[src/rtl/alu_seq_pkg.sv]
// Shared types for the ALU command sequencer: ALU opcodes, sequencer
// FSM states and the command word stored in the command FIFO.
package alu_seq_pkg;

  // Widest tag the command word can carry; the top uses the low TAG_W bits.
  localparam int unsigned TAG_W_MAX = 8;

  typedef enum logic [1:0] {
    ADD = 2'd0,
    SUB = 2'd1,
    AND = 2'd2,
    XOR = 2'd3
  } op_t;

  typedef enum logic [1:0] {
    IDLE  = 2'd0,
    ISSUE = 2'd1,
    WAIT  = 2'd2,
    RESP  = 2'd3
  } seq_state_t;

  typedef struct packed {
    logic [3:0]           a;
    logic [3:0]           b;
    op_t                  op;
    logic [TAG_W_MAX-1:0] tag;
  } cmd_t;

endpackage

[src/rtl/alu_cmd_seq_if.sv]
// Bus bundle for the ALU command sequencer: command channel in, ALU
// drive/return signals, and the response channel back to the requester.
// The sequencer uses the slave view; a requester/ALU model uses master.
interface alu_cmd_seq_if #(
  parameter int TAG_W = 2
);

  // Command channel
  logic             cmd_valid;
  logic             cmd_ready;
  logic [3:0]       cmd_a;
  logic [3:0]       cmd_b;
  logic [1:0]       cmd_op;
  logic [TAG_W-1:0] cmd_tag;

  // ALU side
  logic [3:0]       alu_a;
  logic [3:0]       alu_b;
  logic [1:0]       alu_sel;
  logic             alu_start;
  logic [3:0]       alu_result;
  logic             alu_ready;

  // Response channel
  logic             rsp_valid;
  logic             rsp_ready;
  logic [3:0]       rsp_data;
  logic [TAG_W-1:0] rsp_tag;
  logic             rsp_err;

  modport slave (
    input  cmd_valid, cmd_a, cmd_b, cmd_op, cmd_tag,
    output cmd_ready,
    output alu_a, alu_b, alu_sel, alu_start,
    input  alu_result, alu_ready,
    output rsp_valid, rsp_data, rsp_tag, rsp_err,
    input  rsp_ready
  );

  modport master (
    output cmd_valid, cmd_a, cmd_b, cmd_op, cmd_tag,
    input  cmd_ready,
    input  alu_a, alu_b, alu_sel, alu_start,
    output alu_result, alu_ready,
    input  rsp_valid, rsp_data, rsp_tag, rsp_err,
    output rsp_ready
  );

endinterface

[src/rtl/alu_cmd_fifo.sv]
// Small first-word-fall-through FIFO holding queued ALU commands.
// dout always shows the head entry; it is only meaningful while !empty.
// Pushes into a full FIFO and pops from an empty one are ignored.
module alu_cmd_fifo
  import alu_seq_pkg::*;
#(
  parameter int  DEPTH = 4,
  parameter type T     = cmd_t
) (
  input  logic clk,
  input  logic rst,
  input  logic push,
  input  logic pop,
  input  T     din,
  output T     dout,
  output logic full,
  output logic empty
);

  localparam int         AW       = $clog2(DEPTH);
  localparam logic [AW:0] FULL_CNT = (AW + 1)'(DEPTH);

  T              mem [DEPTH];
  logic [AW-1:0] wr_ptr;
  logic [AW-1:0] rd_ptr;
  logic [AW:0]   count;
  logic          do_push;
  logic          do_pop;

  assign do_push = push & ~full;
  assign do_pop  = pop & ~empty;

  // Pointers wrap naturally because DEPTH is a power of two.
  always_ff @(posedge clk or negedge rst) begin
    if (!rst) begin
      wr_ptr <= '0;
      rd_ptr <= '0;
      count  <= '0;
    end else begin
      if (do_push) wr_ptr <= wr_ptr + AW'(1);
      if (do_pop)  rd_ptr <= rd_ptr + AW'(1);
      case ({do_push, do_pop})
        2'b10:   count <= count + (AW + 1)'(1);
        2'b01:   count <= count - (AW + 1)'(1);
        default: count <= count;
      endcase
    end
  end

  // Storage is data only; the pointers alone define what is valid.
  always_ff @(posedge clk) begin
    if (do_push) mem[wr_ptr] <= din;
  end

  assign dout  = mem[rd_ptr];
  assign full  = (count == FULL_CNT);
  assign empty = (count == '0);

endmodule

[src/rtl/alu_cmd_seq.sv]
// Command sequencer in front of the sequential 4-bit ALU. Queues requests,
// issues them to the ALU one at a time with a single-cycle start pulse,
// waits for the ALU done pulse (bounded by a watchdog) and hands the result
// back on a valid/ready response channel.
module alu_cmd_seq
  import alu_seq_pkg::*;
#(
  parameter int DEPTH   = 4,
  parameter int TAG_W   = 2,
  parameter int TIMEOUT = 15
) (
  input logic          clk,
  input logic          rst,
  alu_cmd_seq_if.slave bus
);

  localparam logic [7:0] WD_LIMIT = 8'(TIMEOUT);
  localparam logic [7:0] WD_MAX   = 8'hFF;

  seq_state_t       state;
  cmd_t             push_cmd;
  cmd_t             head_cmd;
  logic             fifo_push;
  logic             fifo_pop;
  logic             fifo_full;
  logic             fifo_empty;

  logic [3:0]       alu_a_q;
  logic [3:0]       alu_b_q;
  logic [1:0]       alu_sel_q;
  logic             alu_start_q;
  logic [TAG_W-1:0] tag_q;

  logic [7:0]       wd;
  logic [7:0]       wd_inc;
  logic             wd_hit;
  logic             alu_done;
  logic             wd_expire;

  logic             rsp_valid_q;
  logic [3:0]       rsp_data_q;
  logic [TAG_W-1:0] rsp_tag_q;
  logic             rsp_err_q;

  // Tag bits above TAG_W are pushed as zero and never read back.
  logic             unused_tag;

  // Pack the incoming command; unused upper tag bits stay zero.
  always_comb begin
    push_cmd                 = '0;
    push_cmd.a               = bus.cmd_a;
    push_cmd.b               = bus.cmd_b;
    push_cmd.op              = op_t'(bus.cmd_op);
    push_cmd.tag[TAG_W-1:0]  = bus.cmd_tag;
  end

  // cmd_ready deliberately ignores a same-cycle pop so it stays a simple
  // decode of registered occupancy.
  assign bus.cmd_ready = ~fifo_full;
  assign fifo_push     = bus.cmd_valid & ~fifo_full;

  // A new command is taken from the head either from IDLE or directly out
  // of RESP in the cycle the response is accepted.
  assign fifo_pop = ~fifo_empty &
                    ((state == IDLE) | ((state == RESP) & bus.rsp_ready));

  assign wd_inc    = (wd == WD_MAX) ? wd : wd + 8'd1;
  assign wd_hit    = (wd_inc == WD_LIMIT);
  assign alu_done  = (state == WAIT) & bus.alu_ready;
  assign wd_expire = (state == WAIT) & ~bus.alu_ready & wd_hit;

  assign unused_tag = ^head_cmd.tag;

  alu_cmd_fifo #(
    .DEPTH (DEPTH),
    .T     (cmd_t)
  ) u_fifo (
    .clk   (clk),
    .rst   (rst),
    .push  (fifo_push),
    .pop   (fifo_pop),
    .din   (push_cmd),
    .dout  (head_cmd),
    .full  (fifo_full),
    .empty (fifo_empty)
  );

  // Sequencer FSM: IDLE -> ISSUE -> WAIT -> RESP, chaining straight from
  // RESP to ISSUE when more work is queued.
  always_ff @(posedge clk or negedge rst) begin
    if (!rst) begin
      state <= IDLE;
    end else begin
      case (state)
        IDLE:    if (fifo_pop) state <= ISSUE;
        ISSUE:   state <= WAIT;
        WAIT:    if (alu_done || wd_expire) state <= RESP;
        RESP:    if (bus.rsp_ready) state <= fifo_pop ? ISSUE : IDLE;
        default: state <= IDLE;
      endcase
    end
  end

  // Operands and tag change only on the edge that enters ISSUE, so they are
  // stable from the start pulse through the ALU done cycle.
  always_ff @(posedge clk or negedge rst) begin
    if (!rst) begin
      alu_a_q   <= '0;
      alu_b_q   <= '0;
      alu_sel_q <= '0;
      tag_q     <= '0;
    end else if (fifo_pop) begin
      alu_a_q   <= head_cmd.a;
      alu_b_q   <= head_cmd.b;
      alu_sel_q <= head_cmd.op;
      tag_q     <= head_cmd.tag[TAG_W-1:0];
    end
  end

  // Start pulse is the registered pop, which makes it exactly the ISSUE cycle.
  always_ff @(posedge clk or negedge rst) begin
    if (!rst) begin
      alu_start_q <= 1'b0;
    end else begin
      alu_start_q <= fifo_pop;
    end
  end

  // Watchdog: cleared in ISSUE, counts WAIT cycles, saturates at 8 bits.
  always_ff @(posedge clk or negedge rst) begin
    if (!rst) begin
      wd <= '0;
    end else if (state == ISSUE) begin
      wd <= '0;
    end else if (state == WAIT) begin
      wd <= wd_inc;
    end
  end

  // Response registers: loaded on completion or timeout, held while stalled.
  always_ff @(posedge clk or negedge rst) begin
    if (!rst) begin
      rsp_valid_q <= 1'b0;
      rsp_data_q  <= '0;
      rsp_tag_q   <= '0;
      rsp_err_q   <= 1'b0;
    end else if (alu_done) begin
      rsp_valid_q <= 1'b1;
      rsp_data_q  <= bus.alu_result;
      rsp_tag_q   <= tag_q;
      rsp_err_q   <= 1'b0;
    end else if (wd_expire) begin
      rsp_valid_q <= 1'b1;
      rsp_data_q  <= '0;
      rsp_tag_q   <= tag_q;
      rsp_err_q   <= 1'b1;
    end else if ((state == RESP) && bus.rsp_ready) begin
      rsp_valid_q <= 1'b0;
    end
  end

  assign bus.alu_a     = alu_a_q;
  assign bus.alu_b     = alu_b_q;
  assign bus.alu_sel   = alu_sel_q;
  assign bus.alu_start = alu_start_q;
  assign bus.rsp_valid = rsp_valid_q;
  assign bus.rsp_data  = rsp_data_q;
  assign bus.rsp_tag   = rsp_tag_q;
  assign bus.rsp_err   = rsp_err_q;

  // The start pulse must never appear outside ISSUE.
  a_start_in_issue: assert property (
    @(posedge clk) disable iff (!rst) alu_start_q |-> (state == ISSUE)
  );

endmodule
[src/flat_wrapper.sv]
// flat-port wrapper written by rule: the top's interface ports become plain ports
module alu_cmd_seq_flat import alu_seq_pkg::*;
#(
  parameter int DEPTH   = 4,
  parameter int TAG_W   = 2,
  parameter int TIMEOUT = 15
)
  (clk, rst, bus_cmd_valid, bus_cmd_a, bus_cmd_b, bus_cmd_op, bus_cmd_tag, bus_cmd_ready, bus_alu_a, bus_alu_b, bus_alu_sel, bus_alu_start, bus_alu_result, bus_alu_ready, bus_rsp_valid, bus_rsp_data, bus_rsp_tag, bus_rsp_err, bus_rsp_ready);
  alu_cmd_seq_if #(.TAG_W(TAG_W)) bus_i ();
  input logic clk;
  input logic rst;
  input wire logic [$bits(bus_i.cmd_valid)-1:0] bus_cmd_valid;
  input wire logic [$bits(bus_i.cmd_a)-1:0] bus_cmd_a;
  input wire logic [$bits(bus_i.cmd_b)-1:0] bus_cmd_b;
  input wire logic [$bits(bus_i.cmd_op)-1:0] bus_cmd_op;
  input wire logic [$bits(bus_i.cmd_tag)-1:0] bus_cmd_tag;
  output wire logic [$bits(bus_i.cmd_ready)-1:0] bus_cmd_ready;
  output wire logic [$bits(bus_i.alu_a)-1:0] bus_alu_a;
  output wire logic [$bits(bus_i.alu_b)-1:0] bus_alu_b;
  output wire logic [$bits(bus_i.alu_sel)-1:0] bus_alu_sel;
  output wire logic [$bits(bus_i.alu_start)-1:0] bus_alu_start;
  input wire logic [$bits(bus_i.alu_result)-1:0] bus_alu_result;
  input wire logic [$bits(bus_i.alu_ready)-1:0] bus_alu_ready;
  output wire logic [$bits(bus_i.rsp_valid)-1:0] bus_rsp_valid;
  output wire logic [$bits(bus_i.rsp_data)-1:0] bus_rsp_data;
  output wire logic [$bits(bus_i.rsp_tag)-1:0] bus_rsp_tag;
  output wire logic [$bits(bus_i.rsp_err)-1:0] bus_rsp_err;
  input wire logic [$bits(bus_i.rsp_ready)-1:0] bus_rsp_ready;
  assign bus_i.cmd_valid = bus_cmd_valid;
  assign bus_i.cmd_a = bus_cmd_a;
  assign bus_i.cmd_b = bus_cmd_b;
  assign bus_i.cmd_op = bus_cmd_op;
  assign bus_i.cmd_tag = bus_cmd_tag;
  assign bus_cmd_ready = bus_i.cmd_ready;
  assign bus_alu_a = bus_i.alu_a;
  assign bus_alu_b = bus_i.alu_b;
  assign bus_alu_sel = bus_i.alu_sel;
  assign bus_alu_start = bus_i.alu_start;
  assign bus_i.alu_result = bus_alu_result;
  assign bus_i.alu_ready = bus_alu_ready;
  assign bus_rsp_valid = bus_i.rsp_valid;
  assign bus_rsp_data = bus_i.rsp_data;
  assign bus_rsp_tag = bus_i.rsp_tag;
  assign bus_rsp_err = bus_i.rsp_err;
  assign bus_i.rsp_ready = bus_rsp_ready;
  alu_cmd_seq #(.DEPTH(DEPTH), .TAG_W(TAG_W), .TIMEOUT(TIMEOUT)) u_core (.clk(clk), .rst(rst), .bus(bus_i));
endmodule
[config.mk]
export PLATFORM = sky130hd
export DESIGN_NAME = alu_cmd_seq_flat
export DESIGN_NICKNAME = d
export VERILOG_FILES = /design/src/rtl/alu_seq_pkg.sv /design/src/rtl/alu_cmd_seq_if.sv /design/src/rtl/alu_cmd_fifo.sv /design/src/rtl/alu_cmd_seq.sv /design/src/flat_wrapper.sv
export SDC_FILE = /design/constraint.sdc
export NUM_CORES = 1
export LEC_CHECK = 0
export CORE_MARGIN = 2
export CORE_UTILIZATION = 56
export DETAILED_ROUTE_END_ITERATION = 10
export GPL_TIMING_DRIVEN = 0
export PLACE_DENSITY = 0.85
export SYNTH_ARGS = -nofsm -noshare
export SYNTH_HDL_FRONTEND = slang
export SYNTH_SLANG_ARGS = --single-unit
[constraint.sdc]
create_clock -name clk -period 3.5 [get_ports clk]
set_clock_uncertainty 0.15 [all_clocks]
set_input_delay 0.7 -clock clk [delete_from_list [all_inputs] [get_ports clk]]
set_output_delay 0.7 -clock clk [all_outputs]
set_load 0.01 [all_outputs]
==> run_results.csv, run 1 <==
group,metric,value,unit
global_routing,grt.total_usage,19.9,%
placement,portBuffers,40,
layout,final_cells,387,
timing,rsz0062_at_grt,"false",
yosys,syn-cell-area,3770,µm²
power_and_ir_drop,switching_share,34.3,%
power_and_ir_drop,p_comb_share,41.8,%
global_routing,grt_first_pass_wirelength,11100,µm
critical_path,path_cells,"clkdlybuf4s50_1 -> a21oi_1 -> nor2_1 -> clkbuf_2 -> ha_1 -> inv_1 -> fa_1 -> xor2_1 -> nor2_1 -> xor2_1",
layout,fin_util,69.2,%
yosys,yosys_warnings,0,
drt,wl,6640,µm
critical_path,cp-start-kind,"primary input",
yosys,synth_edf_count,48,
yosys,syn-num-nets,287,
yosys,ys.flop_type,"edfxtp_1",
timing,finalCriticalPeriod,3110,ps
clock_network,cts_root_buffer,"clkbuf_8",
clock_network,clock_latency,350,ps
min_path,hp-class,"primary input to async pin",
layout,antenna_cells,0,
run_status,status,"complete, no violations",
clock_network,cts_hold_buf,0,
timing,period_share,88.9,%
clock_network,htreeDepth,3,
layout,multi_input_area,1270,µm²
yosys,ys_ff_latch,86,
die,die_area,7410,µm²
die,die_w,86.1,µm
job,drv_cap,0,
yosys,post_synth.cell_area_avg,14.9,µm²
power_and_ir_drop,internal_power,2480,µW
timing,slew_violations,0,
global_routing,antenna_found_initial,0,
yosys,yosysUniqueCellTypes,52,
critical_path,crit_type,"primary input to flip-flop",
layout,ff_latch_area,2390,µm²
drt,vias,2286,
timing,fin_ws,388,ps
placement,place.gp.congestion,0.865,
critical_path,rr_worst_depth,11,
die,die_y,86.1,µm
timing,worst_pin_slew,857,ps
power_and_ir_drop,power_switching,1290,µW
layout,area_delta_synth_final,17.7,%
power_and_ir_drop,power_frac_seq,41.6,%
clock_network,clockBufferDepth,2,
drt,drt_iter0_markers,136,
critical_path,critPathArrivalTime,3240,ps
critical_path,rr_endpoint,"u_core.u_fifo.count[2]",
layout,drive_above_1_share,19.4,%
critical_path,r2r_setup_slack,450,ps
drt,viasPerCell,5.91,
clock_network,post_cts_resized,0,
placement,place_inst,371,
global_routing,grt_overflow,0,
critical_path,r2r_start,"u_core.state[1]",
yosys,ys_seq_area_share,63.4,%
yosys,async_flop_share,44.2,%
yosys,synthCells,254,
drt,avgRoutedWirePerCell,17.2,µm
drt,antenna_left,0,
power_and_ir_drop,p_per_area,848,nW/µm²
die,initial_utilization,58.8,%
power_and_ir_drop,peakVddDrop,0.495,mV
clock_network,cts_tree,"yes",
die,ios,41,
layout,nNetsFinal,338,
timing,hold_viol,0,
critical_path,max_stage_delay,520,ps
critical_path,critPathCaptureType,"flip-flop",
clock_network,cts_setup_buffers,0,
layout,nFillCells,423,
critical_path,required,3630,ps
placement,dp.final_hpwl,4530,µm
critical_path,crit_path_top_delay_cell,"clkdlybuf4s50_1",
clock_network,numCtsBuffers,9,
timing,max_slew_margin,42.9,%
global_routing,grt_max_degree,39,
placement,post-place-ws,-179,ps
critical_path,worstPathMaxFanout,10,
drt,firstDrtPassIters,4,
clock_network,cts_sinks,86,
die,row_count,29,
die,coreArea,6420,µm²
timing,timing.fmax,321,MHz
drt,drc,0,
clock_network,path_clk_slew,90,ps
power_and_ir_drop,clkPwrFrac,16.5,%
global_routing,grt_pass1_vias,2338,
power_and_ir_drop,power.leakage,0.00171,µW
timing,setup_viol,0,
==> sequential cells by signal, summed over array words and instances (netlist names), 2 cells and up <==
name	count
u_core.tag_q	2
u_core.bus.rsp_tag	2
u_core.u_fifo.count	3
u_core.wd	8
u_core.bus.rsp_data	4
u_core.u_fifo.mem	48
u_core.bus.alu_a	4
u_core.bus.alu_sel	2
u_core.bus.alu_b	4
u_core.u_fifo.wr_ptr	2
u_core.u_fifo.rd_ptr	2
u_core.state	2
==> worst max-delay path by stage <==
stage / cells after the start / slack [ps] / start / to
after floorplan: 11 / 810 / u_core.state[1] / u_core.u_fifo.count[2]
after global placement: 10 / -90 / bus_rsp_ready / u_core.u_fifo.count[2]
after detailed placement: 10 / -180 / bus_rsp_ready / u_core.u_fifo.count[2]
after CTS: 10 / 170 / bus_rsp_ready / u_core.u_fifo.count[2]
after global routing: 11 / 210 / u_core.state[1] / u_core.u_fifo.count[2]
final: 10 / 390 / bus_rsp_ready / u_core.u_fifo.count[2]
==> through the flow <==
| step | hold slack, ps | instance area, µm² | setup TNS [ps] | total power, µW |
|---|---|---|---|---|
| floorplan | 254 | 3770 | 0 | 2630 |
| global route | 366 | 4440 | 0 | 4020 |
| detailed placement | 334 | 4270 | -179 | 3170 |
| finish | 298 | 4440 | 0 | 3770 |
| global placement | 328 | 4270 | -89.0 | 3090 |
| CTS | 328 | 4440 | 0 | 3790 |
==> cell type report <==
type	instances	share of cell area (%)
sequential	86	53.8
timing repair buffer	40	8.90
clock inverter	6	1.07
tap	77	2.17
multi-input combinational	143	28.6
inverter	12	1.01
clock buffer	10	2.87
buffer	13	1.52
==> routing by layer <==
metal | track usage, % | up-vias | part of all wire [%]
li1 | - | 1054 | -
met1 | 25.0 | 1149 | 42
met2 | 33.4 | 66 | 52
met3 | 5.00 | 17 | 4.8
met4 | 7.36 | 0 | 1.9
met5 | 0 | - | 0
==> power groups by stage <==
stage	Clock [µW]	Sequential (µW)	Combinational (µW)
floorplan	0	1590	1040
global placement	0	1570	1520
detailed placement	0	1580	1580
CTS	635	1570	1590
global route	674	1610	1740
finish	623	1570	1580
==> cells in the mapped netlist (all sizes together) (4+ instances only) <==
library cell | n | area [µm²]
a31oi | 4 | 25.0
mux4 | 12 | 270
clkbuf | 7 | 26.3
dfrtp | 38 | 951
ha | 11 | 138
inv | 12 | 45.0
o21ai | 8 | 51.3
a21oi | 8 | 40.0
nand2 | 14 | 52.6
nand3 | 7 | 35.0
edfxtp | 48 | 1440
mux2 | 15 | 176
nor2 | 10 | 37.5
and3 | 5 | 31.3
buf | 6 | 40.0
==> cells in the final DEF, fill, tap and decap left out, types with 2 or more instances in the layout <==
master            n
xnor2_1           3
nand3_1           7
clkinvlp_4        2
nor2b_1           3
dfrtp_1          38
a31oi_1           4
nand4_1           3
mux2_4            2
ha_1             11
and3_1            5
clkbuf_8          9
clkbuf_1          7
inv_1            12
o22ai_1           3
nand2_1          14
a21oi_1           8
a21o_1            2
nor2_1           10
mux4_2           12
o21a_1            2
buf_2             3
xor2_1            3
a221oi_1          2
nor3_1            2
buf_4             2
mux2i_1           3
mux2_2           13
edfxtp_1         48
clkdlybuf4s50_1  39
o21ai_0           7
a31o_2            2
==> cells by family after synthesis <==
logic type	synth area share [%]
AO/OA/AOI/OAI	8.12
XOR/XNOR	1.39
buffers and inverters	2.95
flip-flops	63.4
adder cells (fa/ha/maj)	4.18
AND/OR/NAND/NOR	7.36
multiplexers	12.6
==> worst max-delay path, delay by kind of cell <==
family | cells | cell delay [ps]
compound gates | 1 | 100
xor+xnor | 2 | 310
fa+ha+maj | 2 | 610
buf+inv | 3 | 950
simple gates | 2 | 560
No activity file was read; power rests on OpenSTA's default activity.
==> inputs of run 2 (changes only) <==
- MAX_ROUTING_LAYER: unset -> met4
==> run_results.csv, run 2 (synthesized netlist as in run 1, its figures left out) <==
group,metric,value,unit
timing,timing.fmax,321,MHz
clock_network,clock_latency,350,ps
power_and_ir_drop,switching_share,34.3,%
drt,drt_iter0_markers,138,
clock_network,numCtsBuffers,9,
clock_network,cts_root_buffer,"clkbuf_8",
die,die_area,7410,µm²
timing,worst_pin_slew,857,ps
power_and_ir_drop,power.leakage,0.00171,µW
global_routing,grt_first_pass_wirelength,11100,µm
global_routing,grt.total_usage,20.5,%
die,ios,41,
timing,setup_viol,0,
timing,hold_viol,0,
min_path,hp-class,"primary input to async pin",
layout,largest_reg_flops,48,
layout,final_common_cell,"edfxtp_1",
critical_path,critPathBufInv,3,
global_routing,grt_max_degree,39,
power_and_ir_drop,p_comb_share,41.9,%
global_routing,grt_overflow,0,
timing,max_slew_margin,42.9,%
timing,slew_violations,0,
power_and_ir_drop,clkPwrFrac,16.5,%
die,row_count,29,
layout,antenna_cells,0,
layout,largestRegisters,"u_core.u_fifo.mem: 48 flops, u_core.wd: 8 flops",
critical_path,required,3630,ps
run_status,status,"complete, no violations",
drt,wl,6660,µm
critical_path,worstPathMaxFanout,10,
timing,fin_tns_setup,0,ps
power_and_ir_drop,peakVddDrop,0.497,mV
clock_network,clockBufferDepth,2,
clock_network,cts_sinks,86,
die,initial_utilization,58.8,%
critical_path,crit_type,"primary input to flip-flop",
layout,nNetsFinal,338,
die,coreArea,6420,µm²
timing,fin_ws,389,ps
power_and_ir_drop,power_switching,1290,µW
layout,drive_above_1_share,19.4,%
job,drv_cap,0,
die,die_y,86.1,µm
clock_network,htreeDepth,3,
critical_path,crit_path_top_delay_cell,"clkdlybuf4s50_1",
placement,dp.final_hpwl,4530,µm
clock_network,path_clk_slew,90,ps
clock_network,cts_tree,"yes",
drt,firstDrtPassIters,4,
critical_path,critPathCaptureType,"flip-flop",
placement,place.gp.congestion,0.879,
drt,antenna_left,0,
layout,area_delta_synth_final,17.7,%
layout,layout_common_cells,"48 x edfxtp_1, 39 x clkdlybuf4s50_1, 38 x dfrtp_1",
critical_path,cp-start-kind,"primary input",
critical_path,crit_family,"buffers and inverters",
critical_path,path_cells,"clkdlybuf4s50_1 -> a21oi_1 -> nor2_1 -> clkbuf_2 -> ha_1 -> inv_1 -> fa_1 -> xor2_1 -> nor2_1 -> xor2_1",
layout,stdcell_area,4440,µm²
power_and_ir_drop,internal_power,2480,µW
critical_path,critPathArrivalTime,3240,ps
timing,whs,298,ps
timing,finalCriticalPeriod,3110,ps
critical_path,max_stage_delay,520,ps
drt,avgRoutedWirePerCell,17.2,µm
layout,nFillCells,423,
layout,largest-register,"u_core.u_fifo.mem",
power_and_ir_drop,p_per_area,849,nW/µm²
die,die_w,86.1,µm
drt,vias,2300,
placement,postPlaceCellArea,4270,µm²
placement,portBuffers,40,
layout,fin_util,69.2,%
clock_network,cts_setup_buffers,0,
timing,period_share,88.9,%
global_routing,grt_pass1_vias,2337,
global_routing,antenna_found_initial,0,
timing,rsz0062_at_grt,"false",
drt,drc,0,
drt,viasPerCell,5.94,
power_and_ir_drop,power_frac_seq,41.6,%
placement,post-place-ws,-179,ps
run 2: cell counts in the layout (fill, tap and decap cells not counted):
Identical to the previous run, type by type.
run 2: what timing repair did:
item / 4_1_cts / 5_1_grt
hold buffers: 0 / 0
endpoints found under the hold margin: 0 / 0
endpoints found under the setup margin: 0 / 1
resized for setup: 0 / 2
run 2: metrics by stage:
| stage | cells | power [µW] |
|---|---|---|
| after floorplan | 254 | 2630 |
| after global placement | 371 | 3090 |
| after detailed placement | 371 | 3170 |
| after CTS | 387 | 3790 |
| after global routing | 387 | 4020 |
| final | 387 | 3770 |
run 2: worst reg2reg max path, delay by kind of cell, from the launching register on:
| family | cells | cell delay [ps] |
|---|---|---|
| AOI/OAI and AO/OA | 1 | 70 |
| xor gates and xnor gates | 2 | 310 |
| buffers and inverters | 3 | 580 |
| adders and majority gates | 3 | 850 |
| DFF | 1 | 460 |
| and+or+nand+nor | 2 | 560 |
run 2: power by group through the flow:
stage / Clock (µW) / Combinational (µW) / Sequential [µW]
after detailed placement: 0 / 1580 / 1580
after floorplan: 0 / 1040 / 1590
after CTS: 635 / 1590 / 1570
after global placement: 0 / 1520 / 1570
after global routing: 675 / 1740 / 1610
final: 623 / 1580 / 1570
run 2: path summary, 6_finish.rpt:
kind / from / end / slack, ps / cells past startpoint
max: bus_rsp_ready / u_core.u_fifo.count[2] / 390 / 10
max in group asynchronous: rst / u_core.wd[6] / 2350 / 1
max reg2reg: u_core.state[1] / u_core.u_fifo.count[2] / 450 / 11
min reg2reg: u_core.bus.rsp_valid / u_core.bus.rsp_valid / 360 / 1
min: rst / u_core.bus.rsp_data[3] / 300 / 1
min in group clk: u_core.bus.rsp_valid / u_core.bus.rsp_valid / 360 / 1
run 2: cell type report:
| cell class | instances | area, µm² | share of cell area, % |
|---|---|---|---|
| sequential | 86 | 2390 | 53.8 |
| multi-input combinational | 143 | 1270 | 28.6 |
| timing repair buffer | 40 | 395 | 8.90 |
| clock buffer | 10 | 128 | 2.87 |
| tap | 77 | 96.3 | 2.17 |
| buffer | 13 | 67.6 | 1.52 |
| clock inverter | 6 | 47.5 | 1.07 |
| inverter | 12 | 45.0 | 1.01 |
run 2: per-layer routing:
metal  wire length (µm)  vias up  global-route usage (%)
li1                   -     1056                       -
met1               2810     1159                    25.2
met2               3410       70                    33.5
met3                321       15                    4.62
met4                118        0                    7.36
met5                  0        -                       -
==> inputs of run 3 (changes only) <==
- clock period: 3.5 -> 3.03 ns (I/O delays scaled with it)
==> run_results.csv, run 3 (synthesized netlist as in run 1, its figures left out) <==
group,metric,value,unit
timing,rsz0062_at_grt,"false",
clock_network,cts_root_buffer,"clkbuf_8",
clock_network,post_cts_resized,2,
die,coreArea,6420,µm²
critical_path,critPathArrivalTime,2870,ps
die,die_area,7410,µm²
power_and_ir_drop,peakVddDrop,0.576,mV
layout,largest_reg_flops,48,
global_routing,grt_pass1_vias,2337,
layout,antenna_cells,0,
min_path,hp-class,"primary input to async pin",
timing,setup_viol,0,
clock_network,clock_latency,350,ps
clock_network,cts_tree,"yes",
drt,wl,6690,µm
layout,layout_common_cells,"48 x edfxtp_1, 39 x clkdlybuf4s50_1, 38 x dfrtp_1",
layout,largestRegisters,"u_core.u_fifo.mem: 48 flops, u_core.wd: 8 flops",
global_routing,grt_max_degree,39,
placement,postPlaceCellArea,4270,µm²
timing,finalCriticalPeriod,2740,ps
drt,antenna_left,0,
die,row_count,29,
placement,place.gp.congestion,0.879,
drt,vias,2298,
global_routing,grt.total_usage,20.5,%
layout,area_delta_synth_final,18.0,%
timing,hold_viol,0,
placement,post-place-ws,-555,ps
critical_path,worstPathMaxFanout,10,
timing,worst_pin_slew,869,ps
critical_path,required,3160,ps
layout,nNetsFinal,338,
layout,largest-register,"u_core.u_fifo.mem",
clock_network,cts_hold_buf,0,
clock_network,clockBufferDepth,2,
global_routing,grt_overflow,0,
drt,drt_iter0_markers,140,
drt,viasPerCell,5.94,
drt,drc,0,
layout,drive_above_1_share,19.7,%
drt,avgRoutedWirePerCell,17.3,µm
timing,fin_ws,291,ps
job,drv_cap,0,
die,die_y,86.1,µm
run_status,status,"complete, no violations",
layout,final_common_cell,"edfxtp_1",
die,initial_utilization,58.8,%
die,ios,41,
drt,firstDrtPassIters,4,
timing,period_share,90.4,%
global_routing,antenna_found_initial,0,
clock_network,cts_setup_buffers,0,
timing,timing.fmax,365,MHz
clock_network,htreeDepth,3,
global_routing,grt_first_pass_wirelength,11100,µm
die,die_w,86.1,µm
timing,max_slew_margin,42.1,%
layout,stdcell_area,4450,µm²
clock_network,cts_sinks,86,
critical_path,cp-start-kind,"flip-flop",
clock_network,path_clk_slew,90,ps
timing,slew_violations,0,
placement,portBuffers,40,
power_and_ir_drop,p_per_area,983,nW/µm²
power_and_ir_drop,power.leakage,0.00171,µW
clock_network,numCtsBuffers,9,
placement,dp.final_hpwl,4530,µm
critical_path,critPathCaptureType,"flip-flop",
critical_path,crit_type,"flip-flop to flip-flop",
==> run 3: changes by cell type in the layout (fill, tap and decap cells not counted) <==
cell,change
clkbuf_2,-1
clkbuf_4,+1
nor2_1,-1
nor2_4,+1
==> run 3: worst paths after layout <==
check	from	to	slack [ps]	cells after the start
min in group clk	u_core.bus.rsp_valid	u_core.bus.rsp_valid	360	1
hold / removal	rst	u_core.bus.rsp_data[3]	210	1
setup / recovery	u_core.state[1]	u_core.u_fifo.count[2]	290	11
hold reg to reg	u_core.bus.rsp_valid	u_core.bus.rsp_valid	360	1
setup reg to reg	u_core.state[1]	u_core.u_fifo.count[2]	290	11
max in group asynchronous	rst	u_core.bus.alu_sel[0]	1970	1
==> run 3: worst max-delay path, cell delays in order (launching register included) <==
cell and delay (ps):
dfrtp_1 460, inv_1 150, ha_1 230, a21oi_1 100, nor2_4 200, clkbuf_4 270, ha_1 210, inv_1 60
fa_1 370, xor2_1 150, nor2_1 160, xor2_1 160
==> run 3: layout make-up <==
cell class | instances | area, µm²
Fill cell | 421 | 1970
Clock inverter | 6 | 47.5
Timing Repair Buffer | 40 | 395
Tap cell | 77 | 96.3
Buffer | 13 | 70.1
Multi-Input combinational cell | 143 | 1280
Sequential cell | 86 | 2390
Clock buffer | 10 | 128
Inverter | 12 | 45.0
==> run 3: stage by stage <==
step	TNS (ps)	utilization (%)	instances	power (µW)	hold slack (ps)
finish	0	69.3	387	4380	211
global route	0	69.3	387	4660	272
CTS	0	69.2	387	4390	234
detailed placement	-881	66.4	371	3660	334
global placement	-735	66.5	371	3570	328
floorplan	0	-	254	3040	160
==> run 3: report_power, final <==
part           switching, µW  leakage, µW  total, µW  internal (µW)
registers                194     0.000906       1810           1620
clock network            416    0.0000825        721            305
logic                    895     0.000719       1840            947
total                   1500      0.00171       4380           2870
==> run 3: metal layers <==
layer  wire [µm]  track usage [%]  share of wire (%)  vias up
met5           0                -                  0        -
met4         106             7.36                1.6        0
met3         334             4.62                5.0       13
met2        3430             33.5                 51       80
met1        2820             25.2                 42     1150
li1            -                -                  -     1055
==> RTL change 1: new RTL, flow settings as in run 1 <==
`TAG_W` is set to 2 in 3 places; all go to 4.
--- a/src/rtl/alu_cmd_seq_if.sv
+++ b/src/rtl/alu_cmd_seq_if.sv
@@ -3,5 +3,5 @@
 // The sequencer uses the slave view; a requester/ALU model uses master.
 interface alu_cmd_seq_if #(
-  parameter int TAG_W = 2
+  parameter int TAG_W = 4
 );
 
--- a/src/rtl/alu_cmd_seq.sv
+++ b/src/rtl/alu_cmd_seq.sv
@@ -7,5 +7,5 @@
 #(
   parameter int DEPTH   = 4,
-  parameter int TAG_W   = 2,
+  parameter int TAG_W   = 4,
   parameter int TIMEOUT = 15
 ) (
--- a/src/flat_wrapper.sv
+++ b/src/flat_wrapper.sv
@@ -3,5 +3,5 @@
 #(
   parameter int DEPTH   = 4,
-  parameter int TAG_W   = 2,
+  parameter int TAG_W   = 4,
   parameter int TIMEOUT = 15
 )
Ports: changed (resized bus_cmd_tag and bus_rsp_tag); port bits go from 41 to 45. No check against the original RTL was run, so the function may have changed too.
==> RTL change 1 against run 1 <==
  * Non-clock buffer count down 1
  * Sequential cell count up 12
  * Utilization down 0.95 points
  * Synthesized cell count down 5.5%
  * Power up 12%
  * Critical endpoint unchanged
  * Highest routed layer unchanged
  * Synthesized area up 7.9%
  * Final area up 9.6%
  * Setup slack better by 280 ps
  * Hold slack worse by 280 ps
  * Wire length up 1.5%
==> RTL change 1: results (changes against run 1) <==
* Max rail drop VDD at 0.477 mV (-3.6%)
* Yosys cell types at 44 (-15%)
* R2R Setup Slk at 790 ps (+340 ps)
* CTS buffer count at 9 (unchanged)
* First-pass GRT wire length at 10.8 mm (-2.2%)
* Post-CTS Setup Bufs at 0 (unchanged)
* Top_reg_cell synth: edfxtp_1
* R2r worst-path depth at 11 (unchanged)
* EDFF count, synth at 56 (+17%)
* Fill cells at 501 (+18%)
* Placed instance area at 4650 µm² (+9.0%)
* Largest net degree at the start of global routing at 38 (-2.6%)
* Post-detail-place hpwl at 4.48 mm (-1.1%)
* Root Driver: clkbuf_8
* Htree depth at 3 (unchanged)
* Largest cells by area after synthesis: edfxtp_1, dfrtp_1, mux4_2
* Leading registers by flop count: u_core.u_fifo.mem: 56 flops, u_core.wd: 8 flops
* IO buf count at 44 (+10%)
* Post-Syn Nets at 275 (-4.2%)
* Outcome: finished, final reports clean
* WP data arrival at 2970 ps (-270 ps)
* Synth top area share at 0.413 (+0.0311)
* GRT Total Usage at 0.187 (-0.0120)
* Slowest CP cell: clkdlybuf4s50_1
* Vias/cell at 5.57 (-5.8%)
* Reg2reg end: u_core.u_fifo.count[2]
* Critical path class: input pin to flop
* Worst skew pair latency at 360 ps
* Crit path max fanout at 10 (unchanged)
* Commonest cells post-synth: edfxtp_1, dfrtp_1, mux2_2
* Worst Setup Slack post-DPL at 290 ps (+469 ps)
* Synth Warn # at 0 (unchanged)
* Async SR Flop Fraction at 0.429 (-0.0133)
* Routability cong. at 0.823 (-4.8%)
* Max Root-Sink Buffers at 2 (unchanged)
* Clk slew on worst S/H paths at 90 ps (about the same)
* Slew margin rel. at 0.448 (+0.0188)
* Vias in the first global route at 2248 (-3.8%)
* Leak Pwr at 1.87 nW (+9.6%)
* CP Launch Point: bus_rsp_ready
* Drt pass-1 iters at 4 (unchanged)
* Sequential-to-total area share from yosys stat at 0.671 (+0.0372)
* Antenna cells at 0 (unchanged)
* DRT iter0 DRCs at 126 (-7.4%)
* Fin nets at 331 (-2.1%)
* WL/cell at 16.9 µm (-1.8%)
* Share of cells above drive strength 1 at 0.236 (+0.0423)
* Initial antenna violation count at 0 (unchanged)
* R2r startpoint: u_core.state[0]
* Fmax at 0.353 GHz (+9.7%)
* Hold Crit Class: input pin to async pin
==> RTL change 1: cell types whose count changed after synthesis, moves of 3 or more <==
| cell | change |
|---|---|
| clkbuf_1 | -4 |
| nand3_1 | -5 |
| a21oi_1 | +3 |
| o21ai_0 | -4 |
| nor2_1 | -3 |
| nand2_1 | -6 |
| a22o_2 | +4 |
| dfrtp_1 | +4 |
| edfxtp_1 | +8 |
| a31oi_1 | -3 |
==> RTL change 1: area by class of cell <==
| cell class | instances | share of cell area |
|---|---|---|
| inverter | 10 | 0.00771 |
| buffer | 7 | 0.00951 |
| clock inverter | 6 | 0.0185 |
| sequential | 98 | 0.561 |
| clock buffer | 10 | 0.0262 |
| tap | 99 | 0.0254 |
| multi-input combinational | 125 | 0.258 |
| timing repair buffer | 45 | 0.0935 |
==> RTL change 1: worst min-delay path by stage <==
stage | depth (start not counted) | slack [ps] | startpoint | end
floorplan | 0 | 250 | rst | u_core.bus.alu_a[0]
global placement | 2 | 310 | u_core.bus.rsp_valid | u_core.bus.rsp_valid
detailed placement | 2 | 310 | u_core.bus.rsp_valid | u_core.bus.rsp_valid
CTS | 1 | 9 | rst | u_core.bus.alu_sel[0]
global route | 1 | 5 | rst | u_core.bus.alu_sel[0]
finish | 1 | 20 | rst | u_core.bus.alu_sel[0]
==> RTL change 1: metal layers <==
layer | GRT usage | vias up | share of wire
met4 | 0.0828 | 0 | 0.020
met5 | 0 | - | 0
met1 | 0.241 | 1125 | 0.44
li1 | - | 1023 | -
met3 | 0.0397 | 13 | 0.046
met2 | 0.308 | 65 | 0.49
==> RTL change 1: logic make-up (layout without fill, tap and decap cells) <==
family                   after synthesis  after routing  synth area share
flip-flops                            98             98             0.671
AND/OR/NAND/NOR                       38             38            0.0547
multiplexers                          36             36             0.142
AO/OA/AOI/OAI                         33             33            0.0605
buffers and inverters                 17             78            0.0206
adder cells (fa/ha/maj)               12             12            0.0387
XOR/XNOR                               6              6            0.0129
==> RTL change 1: per-stage QoR <==
step                utilization  instances
global placement          0.650        383
global route              0.682        400
floorplan                     -        240
finish                    0.682        400
detailed placement        0.652        384
CTS                       0.682        400
==> RTL change 1: worst reg2reg max path: cells and delay by family (launching register included) <==
family	cells	cell delay, ps
xor gates and xnor gates	2	300
DFF	1	420
and+or+nand+nor	2	480
AOI/OAI and AO/OA	1	70
buffers and inverters	3	440
adders and majority gates	3	790
==> RTL change 1: power breakdown <==
group | internal, mW | switching [mW] | total (mW)
combinational | 0.890 | 0.760 | 1.65
clock | 0.407 | 0.382 | 0.788
sequential | 1.60 | 0.189 | 1.79
total | 2.90 | 1.33 | 4.23
==> RTL change 2: new RTL, settings of run 1 <==
Without the edit above. Make the reset (`rst`) synchronous in 6 clocked blocks.
--- a/src/rtl/alu_cmd_fifo.sv
+++ b/src/rtl/alu_cmd_fifo.sv
@@ -32,5 +32,5 @@
 
   // Pointers wrap naturally because DEPTH is a power of two.
-  always_ff @(posedge clk or negedge rst) begin
+  always_ff @(posedge clk) begin
     if (!rst) begin
       wr_ptr <= '0;
--- a/src/rtl/alu_cmd_seq.sv
+++ b/src/rtl/alu_cmd_seq.sv
@@ -88,5 +88,5 @@
   // Sequencer FSM: IDLE -> ISSUE -> WAIT -> RESP, chaining straight from
   // RESP to ISSUE when more work is queued.
-  always_ff @(posedge clk or negedge rst) begin
+  always_ff @(posedge clk) begin
     if (!rst) begin
       state <= IDLE;
@@ -104,5 +104,5 @@
   // Operands and tag change only on the edge that enters ISSUE, so they are
   // stable from the start pulse through the ALU done cycle.
-  always_ff @(posedge clk or negedge rst) begin
+  always_ff @(posedge clk) begin
     if (!rst) begin
       alu_a_q   <= '0;
@@ -119,5 +119,5 @@
 
   // Start pulse is the registered pop, which makes it exactly the ISSUE cycle.
-  always_ff @(posedge clk or negedge rst) begin
+  always_ff @(posedge clk) begin
     if (!rst) begin
       alu_start_q <= 1'b0;
@@ -128,5 +128,5 @@
 
   // Watchdog: cleared in ISSUE, counts WAIT cycles, saturates at 8 bits.
-  always_ff @(posedge clk or negedge rst) begin
+  always_ff @(posedge clk) begin
     if (!rst) begin
       wd <= '0;
@@ -139,5 +139,5 @@
 
   // Response registers: loaded on completion or timeout, held while stalled.
-  always_ff @(posedge clk or negedge rst) begin
+  always_ff @(posedge clk) begin
     if (!rst) begin
       rsp_valid_q <= 1'b0;
Formal check against the unedited RTL: differs if rst is asserted again (counterexample within 4 cycles, from zero or initial values and one cycle with rst low); with rst held inactive, the same outputs for 10 cycles.
==> RTL change 2 against run 1 <==
  * Global-route usage decreased by 0.19 points
  * Final area decreased by 1.7%
  * Count of clock-buffer cells in the layout decreased by 1
  * Setup slack got worse by 190 ps
  * Non-clock buffer count increased by 2
  * Synthesized area decreased by 2.7%
  * Wire length decreased by 1.6%
  * Sequential cell count unchanged
  * First-iteration DRC count increased by 2.9%
  * Fmax decreased by 5.7%
  * Highest routed layer unchanged
Power is not compared: it rests on default switching activity, and its combinational part moved more than twofold at a synthesized area within 25%.
==> RTL change 2: results (changes against run 1) <==
* Outcome: finished, final reports clean
* Fill cells at 462 (+9.2%)
* Vias in the first global route at 2287 (-2.2%)
* Setup TNS Final at 0 ps (unchanged)
* Post-CTS sizing at 0 (unchanged)
* Routability cong. at 0.846 (-2.2%)
* Root Driver: clkbuf_8
* R2R Setup Slk at 440 ps
* R2r startpoint: u_core.state[0]
* WL/cell at 15.4 µm (-10%)
* Worst Setup Slack post-DPL at -174 ps (+4.48 ps)
* Async SR Flop Fraction at 0 (-0.442)
* Slowest CP cell: clkdlybuf4s50_1
* Leak Pwr at 1.51 nW
* Worst setup margin at 199 ps (-189 ps)
* Hold Crit Class: flop to flop
* EDFF count, synth at 48 (unchanged)
* R2r worst-path depth at 13 (+2)
* Commonest cells post-synth: edfxtp_1, nand2_1, dfxtp_1
* Post-CTS Setup Bufs at 0 (unchanged)
* Clk slew on worst S/H paths at 80 ps
* Largest net degree at the start of global routing at 16 (-59%)
* GRT Total Usage at 0.197 (-0.00193)
* Drt pass-1 iters at 4 (unchanged)
* Vias/cell at 5.53 (-6.4%)
* Htree depth at 3 (unchanged)
* Placed instance area at 4170 µm² (-2.3%)
* Worst Tran Pin Value at 637 ps (-220 ps)
* First-pass GRT wire length at 11.0 mm (-0.13%)
* Post-Syn Nets at 325 (+13%)
* Sequential-to-total area share from yosys stat at 0.600 (-0.0341)
* Fin nets at 376 (+11%)
* WP data arrival at 3420 ps (+180 ps)
* Post-detail-place hpwl at 4.71 mm (+4.1%)
* DRT iter0 DRCs at 140 (+2.9%)
* Crit path max fanout at 10 (unchanged)
* Yosys cell types at 43 (-17%)
* Max incr delay on CP at 530 ps
* Reg2reg end: u_core.u_fifo.count[2]
* Largest cells by area after synthesis: edfxtp_1, dfxtp_1, mux4_2
* Share of cells above drive strength 1 at 0.121 (-0.0729)
==> RTL change 2: cell types whose count changed after synthesis, sizes merged, moves of 4 or more <==
cell    delta
a21boi    +19
nand3      +8
nand2     +31
and2       +6
a31oi      -4
dfrtp     -38
dfxtp     +38
mux2      -15
==> RTL change 2: metal layers <==
metal | up-vias | routed length, µm | track usage | part of all wire
met1 | 1113 | 2810 | 0.245 | 0.43
met4 | 0 | 121 | 0.0808 | 0.019
met5 | - | 0 | 0 | 0
met3 | 13 | 295 | 0.0447 | 0.045
met2 | 70 | 3310 | 0.333 | 0.51
li1 | 1153 | - | - | -
==> RTL change 2: power by group through the flow <==
stage                     Clock [mW]  Sequential, mW  Combinational (mW)
after floorplan                    0            1.34               0.495
after global placement             0            1.33               0.764
after detailed placement           0            1.33               0.787
after CTS                      0.686            1.31               0.790
after global routing           0.736            1.33               0.866
final                          0.673            1.31               0.780
==> RTL change 2: critical path: cells and delay by family <==
kind                       cells  cell delay [ps]
adders and majority gates      2              580
xor gates and xnor gates       1              160
and+or+nand+nor                2              570
AOI/OAI and AO/OA              2              250
buffers and inverters          5             1170
==> RTL change 2: layout make-up <==
| class | instances | area (µm²) | share of cell area |
|---|---|---|---|
| flip-flops and latches | 86 | 2200 | 0.504 |
| multi-input cells | 179 | 1350 | 0.310 |
| repair buffers | 40 | 400 | 0.0917 |
| clock buffers | 9 | 124 | 0.0284 |
| well taps | 77 | 96.3 | 0.0221 |
| clock inverters | 7 | 72.6 | 0.0166 |
| plain buffers | 15 | 71.3 | 0.0163 |
| inverters | 12 | 45.0 | 0.0103 |
==> RTL change 2: worst max path at each step <==
stage / from / end / depth (start not counted)
final: bus_rsp_ready / u_core.u_fifo.count[2] / 12
after global routing: bus_rsp_ready / u_core.u_fifo.count[2] / 12
after CTS: bus_rsp_ready / u_core.u_fifo.count[2] / 12
after detailed placement: bus_rsp_ready / u_core.u_fifo.count[2] / 12
after global placement: bus_rsp_ready / u_core.u_fifo.count[2] / 12
after floorplan: bus_rsp_ready / u_core.u_fifo.count[2] / 11
==> RTL change 2: logic make-up (layout without fill, tap and decap cells) <==
family,count (synthesis),count (layout),synth area share
fa+ha+maj,12,12,0.0429
flops,86,86,0.600
xor+xnor,8,8,0.0191
simple gates,102,102,0.134
compound gates,39,39,0.0831
mux,18,18,0.0899
buf+inv,27,83,0.0317
==> RTL change 2: stage by stage <==
stage | util | cells | hold WS [ps]
floorplan | - | 292 | 285
global placement | 0.657 | 409 | 289
detailed placement | 0.657 | 409 | 294
CTS | 0.687 | 425 | 314
global route | 0.687 | 425 | 340
finish | 0.687 | 425 | 311
